<file path="src/rtl/riscv_if_pkg.sv">
// Shared types for the instruction prefetch queue: queue entry layout and counter sizing.
package riscv_if_pkg;
   localparam int unsigned IFQ_XLEN = 32;

   typedef struct packed {
      logic [IFQ_XLEN-1:0] parcel;
      logic [IFQ_XLEN-1:0] pc;
      logic                misaligned;
      logic                page_fault;
      logic                error;
   } ifq_entry_t;

   // Occupancy/outstanding counters must be able to hold the value DEPTH itself.
   function automatic int unsigned ifq_cnt_w(input int unsigned depth);
      return $clog2(depth + 1);
   endfunction
endpackage

</file>
<file path="src/rtl/riscv_if_prefetch_if.sv">
// Instruction-side bus: req/rdy request handshake, in-order responses qualified by ack.
interface riscv_if_prefetch_if #(parameter int unsigned XLEN = 32);
   logic            imem_req;
   logic [XLEN-1:0] imem_adr;
   logic            imem_rdy;
   logic            imem_ack;
   logic [XLEN-1:0] imem_q;
   logic            imem_err;
   logic            imem_misaligned;
   logic            imem_page_fault;

   modport master (
      output imem_req, imem_adr,
      input  imem_rdy, imem_ack, imem_q, imem_err, imem_misaligned, imem_page_fault
   );

   modport slave (
      input  imem_req, imem_adr,
      output imem_rdy, imem_ack, imem_q, imem_err, imem_misaligned, imem_page_fault
   );
endinterface

</file>
<file path="src/rtl/riscv_ifq_fifo.sv">
// DEPTH-entry circular buffer of prefetched words, 1 cycle write-to-read.
// No internal backpressure: the caller never pushes when full; clear wins over push/pop.
module riscv_ifq_fifo
   import riscv_if_pkg::*;
#(
   parameter int unsigned DEPTH = 4,
   parameter int unsigned CW    = ifq_cnt_w(DEPTH)
) (
   input  logic          clk_i,
   input  logic          rst_ni,
   input  logic          clr_i,
   input  logic          push_i,
   input  ifq_entry_t    wdat_i,
   input  logic          pop_i,
   output ifq_entry_t    rdat_o,
   output logic [CW-1:0] cnt_o
);
   localparam int unsigned PW = $clog2(DEPTH);

   ifq_entry_t    mem_q [DEPTH];
   logic [PW-1:0] wr_ptr_q, wr_ptr_d, rd_ptr_q, rd_ptr_d;
   logic [CW-1:0] cnt_q, cnt_d;

   // Power-of-two depth lets the pointers wrap naturally.
   always_comb begin
      wr_ptr_d = wr_ptr_q;
      rd_ptr_d = rd_ptr_q;
      cnt_d    = cnt_q;
      if (clr_i) begin
         wr_ptr_d = '0;
         rd_ptr_d = '0;
         cnt_d    = '0;
      end else begin
         if (push_i) wr_ptr_d = wr_ptr_q + PW'(1);
         if (pop_i)  rd_ptr_d = rd_ptr_q + PW'(1);
         cnt_d = cnt_q + CW'(push_i) - CW'(pop_i);
      end
   end

   always_ff @(posedge clk_i or negedge rst_ni) begin
      if (!rst_ni) begin
         wr_ptr_q <= '0;
         rd_ptr_q <= '0;
         cnt_q    <= '0;
      end else begin
         wr_ptr_q <= wr_ptr_d;
         rd_ptr_q <= rd_ptr_d;
         cnt_q    <= cnt_d;
      end
   end

   always_ff @(posedge clk_i) begin
      if (push_i && !clr_i) mem_q[wr_ptr_q] <= wdat_i;
   end

   assign rdat_o = mem_q[rd_ptr_q];
   assign cnt_o  = cnt_q;
endmodule

</file>
<file path="src/rtl/riscv_if_prefetch.sv">
// Instruction prefetch queue: sequential fetch, in-order buffering, flush/restart. Ack-to-valid 1 cycle,
// 0 on an empty queue with RV12_IFQ_BYPASS_EN; issue stops once outstanding+queued reaches DEPTH.
module riscv_if_prefetch
   import riscv_if_pkg::*;
#(
   parameter int unsigned     XLEN        = 32,
   parameter int unsigned     PARCEL_SIZE = 32,
   parameter logic [XLEN-1:0] PC_INIT     = 'h200,
   parameter int unsigned     DEPTH       = 4
) (
   input  logic                      clk_i,
   input  logic                      rst_ni,
   riscv_if_prefetch_if.master       imem,
   input  logic [XLEN-1:0]           if_nxt_pc_i,
   input  logic                      if_flush_i,
   input  logic                      if_stall_i,
   output logic                      if_stall_nxt_pc_o,
   output logic [PARCEL_SIZE-1:0]    if_parcel_o,
   output logic [XLEN-1:0]           if_parcel_pc_o,
   output logic [PARCEL_SIZE/16-1:0] if_parcel_valid_o,
   output logic                      if_parcel_misaligned_o,
   output logic                      if_parcel_page_fault_o,
   output logic                      if_parcel_error_o
);
   localparam int unsigned   CW      = ifq_cnt_w(DEPTH);
   localparam logic [CW-1:0] DEPTH_C = DEPTH[CW-1:0];
   localparam logic [CW:0]   DEPTH_X = DEPTH[CW:0];

   logic [CW-1:0]   outst_q, outst_d, disc_q, disc_d, cnt;
   logic [XLEN-1:0] adr_q, adr_d, rsp_pc_q, rsp_pc_d, flush_pc;
   logic [CW:0]     credit;
   logic            ack, drop, live, accept, byp, head_vld, pop, push;
   ifq_entry_t      ack_ent, head_ent, out_ent;

   assign flush_pc = {if_nxt_pc_i[XLEN-1:2], 2'b00};

   // An ack with nothing outstanding (e.g. left over from before reset) is ignored.
   assign ack  = imem.imem_ack & (outst_q != '0);
   assign drop = ack & (disc_q != '0);
   assign live = ack & (disc_q == '0);

   // Responses still owed to the live stream plus queued words must fit in the queue.
   assign credit        = {1'b0, outst_q} - {1'b0, disc_q} + {1'b0, cnt};
   assign imem.imem_req = rst_ni & ~if_flush_i & (credit < DEPTH_X) & (outst_q < DEPTH_C);
   assign imem.imem_adr = adr_q;
   assign accept        = imem.imem_req & imem.imem_rdy;

   assign ack_ent = '{parcel:     imem.imem_q,
                      pc:         rsp_pc_q,
                      misaligned: imem.imem_misaligned,
                      page_fault: imem.imem_page_fault,
                      error:      imem.imem_err};

`ifdef RV12_IFQ_BYPASS_EN
   assign byp = live & ~if_flush_i & (cnt == '0);
`else
   assign byp = 1'b0;
`endif

   assign head_vld = ~if_flush_i & ((cnt != '0) | byp);
   assign pop      = (cnt != '0) & ~if_flush_i & ~if_stall_i;
   assign push     = live & ~if_flush_i & ~(byp & ~if_stall_i);
   assign out_ent  = byp ? ack_ent : head_ent;

   always_comb begin
      outst_d  = outst_q + CW'(accept) - CW'(ack);
      disc_d   = disc_q;
      adr_d    = adr_q;
      rsp_pc_d = rsp_pc_q;
      if (if_flush_i) begin
         disc_d   = outst_q - CW'(ack);
         adr_d    = flush_pc;
         rsp_pc_d = flush_pc;
      end else begin
         if (drop)   disc_d   = disc_q - CW'(1);
         if (accept) adr_d    = adr_q + XLEN'(4);
         if (live)   rsp_pc_d = rsp_pc_q + XLEN'(4);
      end
   end

   always_ff @(posedge clk_i or negedge rst_ni) begin
      if (!rst_ni) begin
         outst_q  <= '0;
         disc_q   <= '0;
         adr_q    <= PC_INIT;
         rsp_pc_q <= PC_INIT;
      end else begin
         outst_q  <= outst_d;
         disc_q   <= disc_d;
         adr_q    <= adr_d;
         rsp_pc_q <= rsp_pc_d;
      end
   end

   riscv_ifq_fifo #(.DEPTH(DEPTH), .CW(CW)) u_fifo (
      .clk_i  (clk_i),
      .rst_ni (rst_ni),
      .clr_i  (if_flush_i),
      .push_i (push),
      .wdat_i (ack_ent),
      .pop_i  (pop),
      .rdat_o (head_ent),
      .cnt_o  (cnt)
   );

   // Head fields read as zero whenever nothing valid is presented.
   assign if_stall_nxt_pc_o      = (cnt == DEPTH_C);
   assign if_parcel_valid_o      = {(PARCEL_SIZE/16){head_vld}};
   assign if_parcel_o            = head_vld ? out_ent.parcel : '0;
   assign if_parcel_pc_o         = head_vld ? out_ent.pc : '0;
   assign if_parcel_misaligned_o = head_vld & out_ent.misaligned;
   assign if_parcel_page_fault_o = head_vld & out_ent.page_fault;
   assign if_parcel_error_o      = head_vld & out_ent.error;
endmodule

</file>
<file path="src/flat_wrapper.sv">
// flat-port wrapper written by rule: the top's interface ports become plain ports
module riscv_if_prefetch_flat import riscv_if_pkg::*;
#(
   parameter int unsigned     XLEN        = 32,
   parameter int unsigned     PARCEL_SIZE = 32,
   parameter logic [XLEN-1:0] PC_INIT     = 'h200,
   parameter int unsigned     DEPTH       = 4
)
  (clk_i, rst_ni, if_nxt_pc_i, if_flush_i, if_stall_i, if_stall_nxt_pc_o, if_parcel_o, if_parcel_pc_o, if_parcel_valid_o, if_parcel_misaligned_o, if_parcel_page_fault_o, if_parcel_error_o, imem_imem_req, imem_imem_adr, imem_imem_rdy, imem_imem_ack, imem_imem_q, imem_imem_err, imem_imem_misaligned, imem_imem_page_fault);
  riscv_if_prefetch_if #(.XLEN(XLEN)) imem_i ();
  input  logic clk_i;
  input  logic rst_ni;
  input  logic [XLEN-1:0] if_nxt_pc_i;
  input  logic if_flush_i;
  input  logic if_stall_i;
  output logic if_stall_nxt_pc_o;
  output logic [PARCEL_SIZE-1:0] if_parcel_o;
  output logic [XLEN-1:0] if_parcel_pc_o;
  output logic [PARCEL_SIZE/16-1:0] if_parcel_valid_o;
  output logic if_parcel_misaligned_o;
  output logic if_parcel_page_fault_o;
  output logic if_parcel_error_o;
  output wire logic [$bits(imem_i.imem_req)-1:0] imem_imem_req;
  output wire logic [$bits(imem_i.imem_adr)-1:0] imem_imem_adr;
  input wire logic [$bits(imem_i.imem_rdy)-1:0] imem_imem_rdy;
  input wire logic [$bits(imem_i.imem_ack)-1:0] imem_imem_ack;
  input wire logic [$bits(imem_i.imem_q)-1:0] imem_imem_q;
  input wire logic [$bits(imem_i.imem_err)-1:0] imem_imem_err;
  input wire logic [$bits(imem_i.imem_misaligned)-1:0] imem_imem_misaligned;
  input wire logic [$bits(imem_i.imem_page_fault)-1:0] imem_imem_page_fault;
  assign imem_imem_req = imem_i.imem_req;
  assign imem_imem_adr = imem_i.imem_adr;
  assign imem_i.imem_rdy = imem_imem_rdy;
  assign imem_i.imem_ack = imem_imem_ack;
  assign imem_i.imem_q = imem_imem_q;
  assign imem_i.imem_err = imem_imem_err;
  assign imem_i.imem_misaligned = imem_imem_misaligned;
  assign imem_i.imem_page_fault = imem_imem_page_fault;
  riscv_if_prefetch #(.XLEN(XLEN), .PARCEL_SIZE(PARCEL_SIZE), .PC_INIT(PC_INIT), .DEPTH(DEPTH)) u_core (.clk_i(clk_i), .rst_ni(rst_ni), .imem(imem_i), .if_nxt_pc_i(if_nxt_pc_i), .if_flush_i(if_flush_i), .if_stall_i(if_stall_i), .if_stall_nxt_pc_o(if_stall_nxt_pc_o), .if_parcel_o(if_parcel_o), .if_parcel_pc_o(if_parcel_pc_o), .if_parcel_valid_o(if_parcel_valid_o), .if_parcel_misaligned_o(if_parcel_misaligned_o), .if_parcel_page_fault_o(if_parcel_page_fault_o), .if_parcel_error_o(if_parcel_error_o));
endmodule
</file>
<file path="config.mk">
export PLATFORM = sky130hd
export DESIGN_NAME = riscv_if_prefetch_flat
export DESIGN_NICKNAME = d
export VERILOG_FILES = /design/src/rtl/riscv_if_pkg.sv /design/src/rtl/riscv_if_prefetch_if.sv /design/src/rtl/riscv_ifq_fifo.sv /design/src/rtl/riscv_if_prefetch.sv /design/src/flat_wrapper.sv
export SDC_FILE = /design/constraint.sdc
export NUM_CORES = 1
export LEC_CHECK = 0
export ABC_AREA = 1
export BUFFER_PORTS_ARGS = -buffer_cell sky130_fd_sc_hd__buf_2
export CAP_MARGIN = 5
export CELL_PAD_IN_SITES_DETAIL_PLACEMENT = 0
export CELL_PAD_IN_SITES_GLOBAL_PLACEMENT = 1
export CORE_MARGIN = 8
export CORE_UTILIZATION = 32
export CTS_BUF_LIST = sky130_fd_sc_hd__clkbuf_8
export CTS_CLUSTER_SIZE = 24
export DETAILED_ROUTE_END_ITERATION = 12
export PLACE_DENSITY = 0.63
export SLEW_MARGIN = 15
export SYNTH_ARGS = -nofsm -noshare
export SYNTH_HDL_FRONTEND = slang
export SYNTH_HIERARCHICAL = 1
export SYNTH_SLANG_ARGS = --single-unit
</file>
<file path="constraint.sdc">
create_clock -name clk_i -period 6.43 [get_ports clk_i]
set_input_delay 1.6075 -clock clk_i [delete_from_list [all_inputs] [get_ports clk_i]]
set_output_delay 1.6075 -clock clk_i [all_outputs]
set_load 0.02 [all_outputs]
</file>
# Yosys cells after proc, flatten, opt, wreduce, memory -nomap -nowiden
# Memory sizes are Yosys's and may differ from the RTL's.
# Index checks and enable logic that the tools add are counted.
# Widths: inputs -> output; s select.
[classes] n_eq_ne=1 n_bitwise=15 n_reduce_logical=11 n_lt_le_gt_ge=2 muxes=15 n_addsub=12
[ops] cell="$mux 32" count=6
[ops] cell="$add 32x3->32 const B" count=2
[ops] cell="$and 1x1->1" count=13
[ops] cell="$reduce_bool 2->1" count=5
[ops] cell="$mux 3" count=3
[ops] cell="$reduce_bool 3->1" count=3
[ops] cell="$sub 3x1->3" count=3
[ops] cell="$mux 2" count=4
[ops] cell="$add 3x1->3" count=2
[ops] cell="$add 2x1->2 const B" count=2
[ops] cell="$add 4x3->4" count=1
[ops] cell="$lt 4x3->1 const B" count=1
[ops] cell="$sub 3x3->4" count=1
[ops] cell="$eq 3x3->1 const B" count=1
[ops] cell="$logic_not 3->1" count=1
[ops] cell="$lt 3x3->1 const B" count=1
[ops] cell="$sub 3x1->3 const B" count=1
[ops] cell="$mux 1" count=2
[ops] cell="$not 1->1" count=2
[ops] cell="$logic_and 1x1->1" count=1
[ops] cell="$logic_not 1->1" count=1
[word_totals] n_memories=1 ramBits=268 word_cells=64 in_bits=73 reg_bits=77 out_inout_bits=103
[mem_list] memory="u_core.u_fifo.mem_q" words=4 word_bits=67 rd=1 rd_ports_with_merged_regs=0 wr=1 line="riscv_ifq_fifo.sv:20" source="ifq_entry_t mem_q [DEPTH];"

# Depth between registers and ports, before layout
[depth] ltp_word=8 ltp_mapped=16 depth_no_buf=16

# Modules after synthesis
# The synthesis kept the hierarchy.
[modules_own_cells] module="riscv_ifq_fifo" instances=1 seq_area_each_um2=8222.9 cells_per_inst=834 area_each_um2=11040.6
[modules_own_cells] module="riscv_if_prefetch" instances=1 seq_area_each_um2=1654.1 cells_per_inst=858 area_each_um2=5365.1

# Least setup slack after synthesis
# No wires, ideal clock.
[synth_path] kind="input port to flip-flop" startpoint="in imem_imem_ack" endpoint="mem u_core/u_fifo/mem_q[0][0] (netlist bit), enable pin" cell_stages=5 n_path_buf=1 setup_ps=492 required_ps=5938 path_slack_ps=892 arrival_time_ps=5046 cell_sequence="nand4_4 nor2_4 buf_2 nand2_1 nor2_1"
[synth_via] elab_chain_len=6
[synth_lines] element="start: declaration" line="flat_wrapper.sv:26" source="input wire logic [$bits(imem_i.imem_ack)-1:0] imem_imem_ack;"
[synth_lines] element="$and 1x1->1" line="riscv_if_prefetch.sv:38" source="assign ack = imem.imem_ack & (outst_q != '0);"
[synth_lines] element="$and 1x1->1" line="riscv_if_prefetch.sv:40" source="assign live = ack & (disc_q == '0);"
[synth_lines] element="$and 1x1->1" line="riscv_if_prefetch.sv:62" source="assign push = live & ~if_flush_i & ~(byp & ~if_stall_i);"
[synth_lines] element="net u_core.push" line="riscv_if_prefetch.sv:32" source="logic ack, drop, live, accept, byp, head_vld, pop, push;"
[synth_lines] element="$logic_and 1x1->1" line="riscv_ifq_fifo.sv:53" source="if (push_i && !clr_i) mem_q[wr_ptr_q] <= wdat_i;"
[synth_lines] element="$mux 1" line="riscv_ifq_fifo.sv:53"
[synth_lines] element="$mux 1 (implied by the code)" line="riscv_ifq_fifo.sv:53"
[synth_lines] element="end: declaration" line="riscv_ifq_fifo.sv:20"
# The timed path passes the listed nets, and every way through them passes these cells.

==> run metrics <==
Max Cap Viol 0; initial antenna violation count 0; worst min path class flop to flop; die height 242 µm; startpoint types flop; worst slack, placed 1650 ps; Synth warnings 6; site row count 83; drt wl/cell 16.0 µm; Max Transition Viols Final 0; ys flop type edfxtp_1; endpoints failing setup 0; outcome completed; EDFF count, synth 268; Multi-input gate area 5070 µm²; pwr/cell area 327 nW/µm²; mapped cell area 16400 µm²; DRT iter0 DRCs ~530; Yosys cell types between 40 and 50; worst skew pair latency between 600 and 700 ps; Worst slew margin just over 30%; register area 9880 µm²; # fillers 5106; routed wire length 41700 µm; Peak Freq 212 MHz; CP arrival 3120 ps; vias 11700; Leak between 0.008 and 0.009 µW; worst vdd ir approximately 140 µV; Final Skew 16.5 ps; hold_buf cts 0; htree depth 2; Yosys reg bits 341; die area about 59000 µm²; final antenna-violating net count 0; P&R area growth vs syn 16.3%; post-synthesis sequential area ratio 60.2%; gr ovfl total 0; core area 51000 µm²; final setup TNS 0 ps; Die X-Extent 242 µm; Critical Setup Path Class flop to output pin; post-DR vias/cell 4.48; global-route wire length before repair 66200 µm; # resized after CTS 0; synthesized instance count 1692; final period utilization 73.5%; root buffer selected by CTS clkbuf_8; total track usage 14.1%; Worst Max-Slew Pin Slew 1050 ps; post-route minimum period 4730 ps; DR DRC count 0; HPWL Detailed 27300 µm; fraction of registers with async set or reset after synthesis 21.4%; IO buf count 171; clock sink count around 340; CP Max Fanout 150; CP Capture Type output pin; Final Non-Filler Cells 2603; Starting Density roughly 32%; worst hold slack 553 ps; Layout Nets 1968; Inserted Clock Buffers slightly below 60; largest net degree at the start of global routing between 150 and 200; drt first pass iters 5; vias in the first global route 11600; clock buffer depth 3; layout cells sized above 1 roughly 16%; postcts setup bufs 0; Placer Congestion 0.815; Hold Vio Cnt, Final 0; placed insts approximately 2500; IO Pins 176; Reg clk slew, reported paths ~60 ps; Mapped Avg Cell Area just under 10 µm²; Critical Path RT 4820 ps; CTS tree built; final critical-path setup slack 1700 ps; utilization after layout 37.4%; unrepaired setup endpoints after global routing no
-- Yosys cell counts, types with 3 or more instances --
cell type    n  area (µm²)
xnor2_1     11        96.3
nor2_2       8        50.1
o21ai_1      3        15.0
o21ai_0     25         125
buf_6       16         180
o21bai_1     7        52.6
nand4_1      5        31.3
nand3b_1     4        30.0
o211ai_1   142        1070
edfxtp_1   268        8050
xor2_1      14         123
fa_1         4        80.1
nand2_1    473        1780
nor3_1       9        45.0
a21oi_1     11        55.1
inv_1      278        1040
nand2_2      4        25.0
or2_2        7        43.8
dfrtp_1     71        1780
nand3_1     74         370
buf_4        8        60.1
inv_2        6        22.5
ha_1        17         213
clkbuf_1    12        45.0
buf_2       32         160
nor2_4       3        33.8
a31oi_1      4        25.0
nor2_1     156         586
-- cells by family (layout without fill, tap and decap cells) --
| group | Yosys count | count (layout) | synth area share, % |
|---|---|---|---|
| compound gates | 196 | 196 | 8.35 |
| xor+xnor | 25 | 25 | 1.33 |
| fa+ha+maj | 21 | 21 | 1.78 |
| buf+inv | 354 | 575 | 9.27 |
| flops | 341 | 341 | 60.2 |
| other cells | 1 | 11 | 0.0229 |
| simple gates | 754 | 754 | 19.0 |
-- report_power, final --
group / internal, µW / switching, µW / total, µW
clock network: 1120 / 898 / 2020
registers: 2560 / 202 / 2760
logic: 471 / 999 / 1470
-- routing by layer --
metal	track usage (%)	part of all wire, %
met5	0	0
met4	3.58	1.7
met3	2.91	5.1
met2	23.4	47
met1	18.5	46
-- sequential cells by signal, summed over array words and instances (netlist names) --
register,count
u_core/outst_q,3
u_core/u_fifo/cnt_o,3
u_core/disc_q,3
u_core/u_fifo/rd_ptr_q,2
u_core/u_fifo/wr_ptr_q,2
u_core/imem.imem_adr,30
u_core/rsp_pc_q,30
u_core/u_fifo/mem_q,268
-- layout make-up --
type / count / share of cell area (%)
inverters: 285 / 5.65
repair buffers: 182 / 5.19
well taps: 680 / 4.46
clock buffers: 60 / 4.33
multi-input cells: 1006 / 26.6
diodes: 1 / 0.0131
clock inverters: 48 / 1.99
flip-flops and latches: 341 / 51.8
-- worst max-delay path, stage by stage, from the launching register on --
cell	delay [ps]
dfrtp_1	430
inv_6	700
buf_4	610
o211ai_1	140
nand2_1	150
inv_1	50
nor2_1	90
buf_2	190
-- per-stage QoR --
step | instance area [µm²] | power, µW
global route | 19100 | 6680
global placement | 17900 | 4280
detailed placement | 17900 | 4310
finish | 19100 | 6250
floorplan | 16400 | 3850
CTS | 19100 | 6370
-- worst paths after layout --
kind                                            from                         end  slack, ps  cells after the start
min reg2reg                       u_core/rsp_pc_q[9]          u_core/rsp_pc_q[9]        550                      2
max reg2reg                         u_core/disc_q[0]  u_core/u_fifo/mem_q[2][54]       3070                      7
min in group asynchronous                     rst_ni    u_core/imem.imem_adr[22]        960                      1
max in group asynchronous                     rst_ni   u_core/u_fifo/rd_ptr_q[1]       4470                      2
max                        u_core/u_fifo/rd_ptr_q[0]          if_parcel_pc_o[21]       1700                      7
min                               u_core/rsp_pc_q[9]          u_core/rsp_pc_q[9]        550                      2
-- cell usage in the layout, fill, tap and decap left out, drive strengths merged, types with 7 or more instances in the layout --
cell / count
inv: 300
a21oi: 11
xnor2: 11
o211ai: 142
clkinv: 26
or2: 7
nand3: 76
buf: 182
o21bai: 7
clkbuf: 60
edfxtp: 268
nand2: 478
conb: 10
xor2: 14
ha: 17
dfrtp: 71
o21ai: 28
nor2: 167
nor3: 13
(Power assumes the default switching activity.)
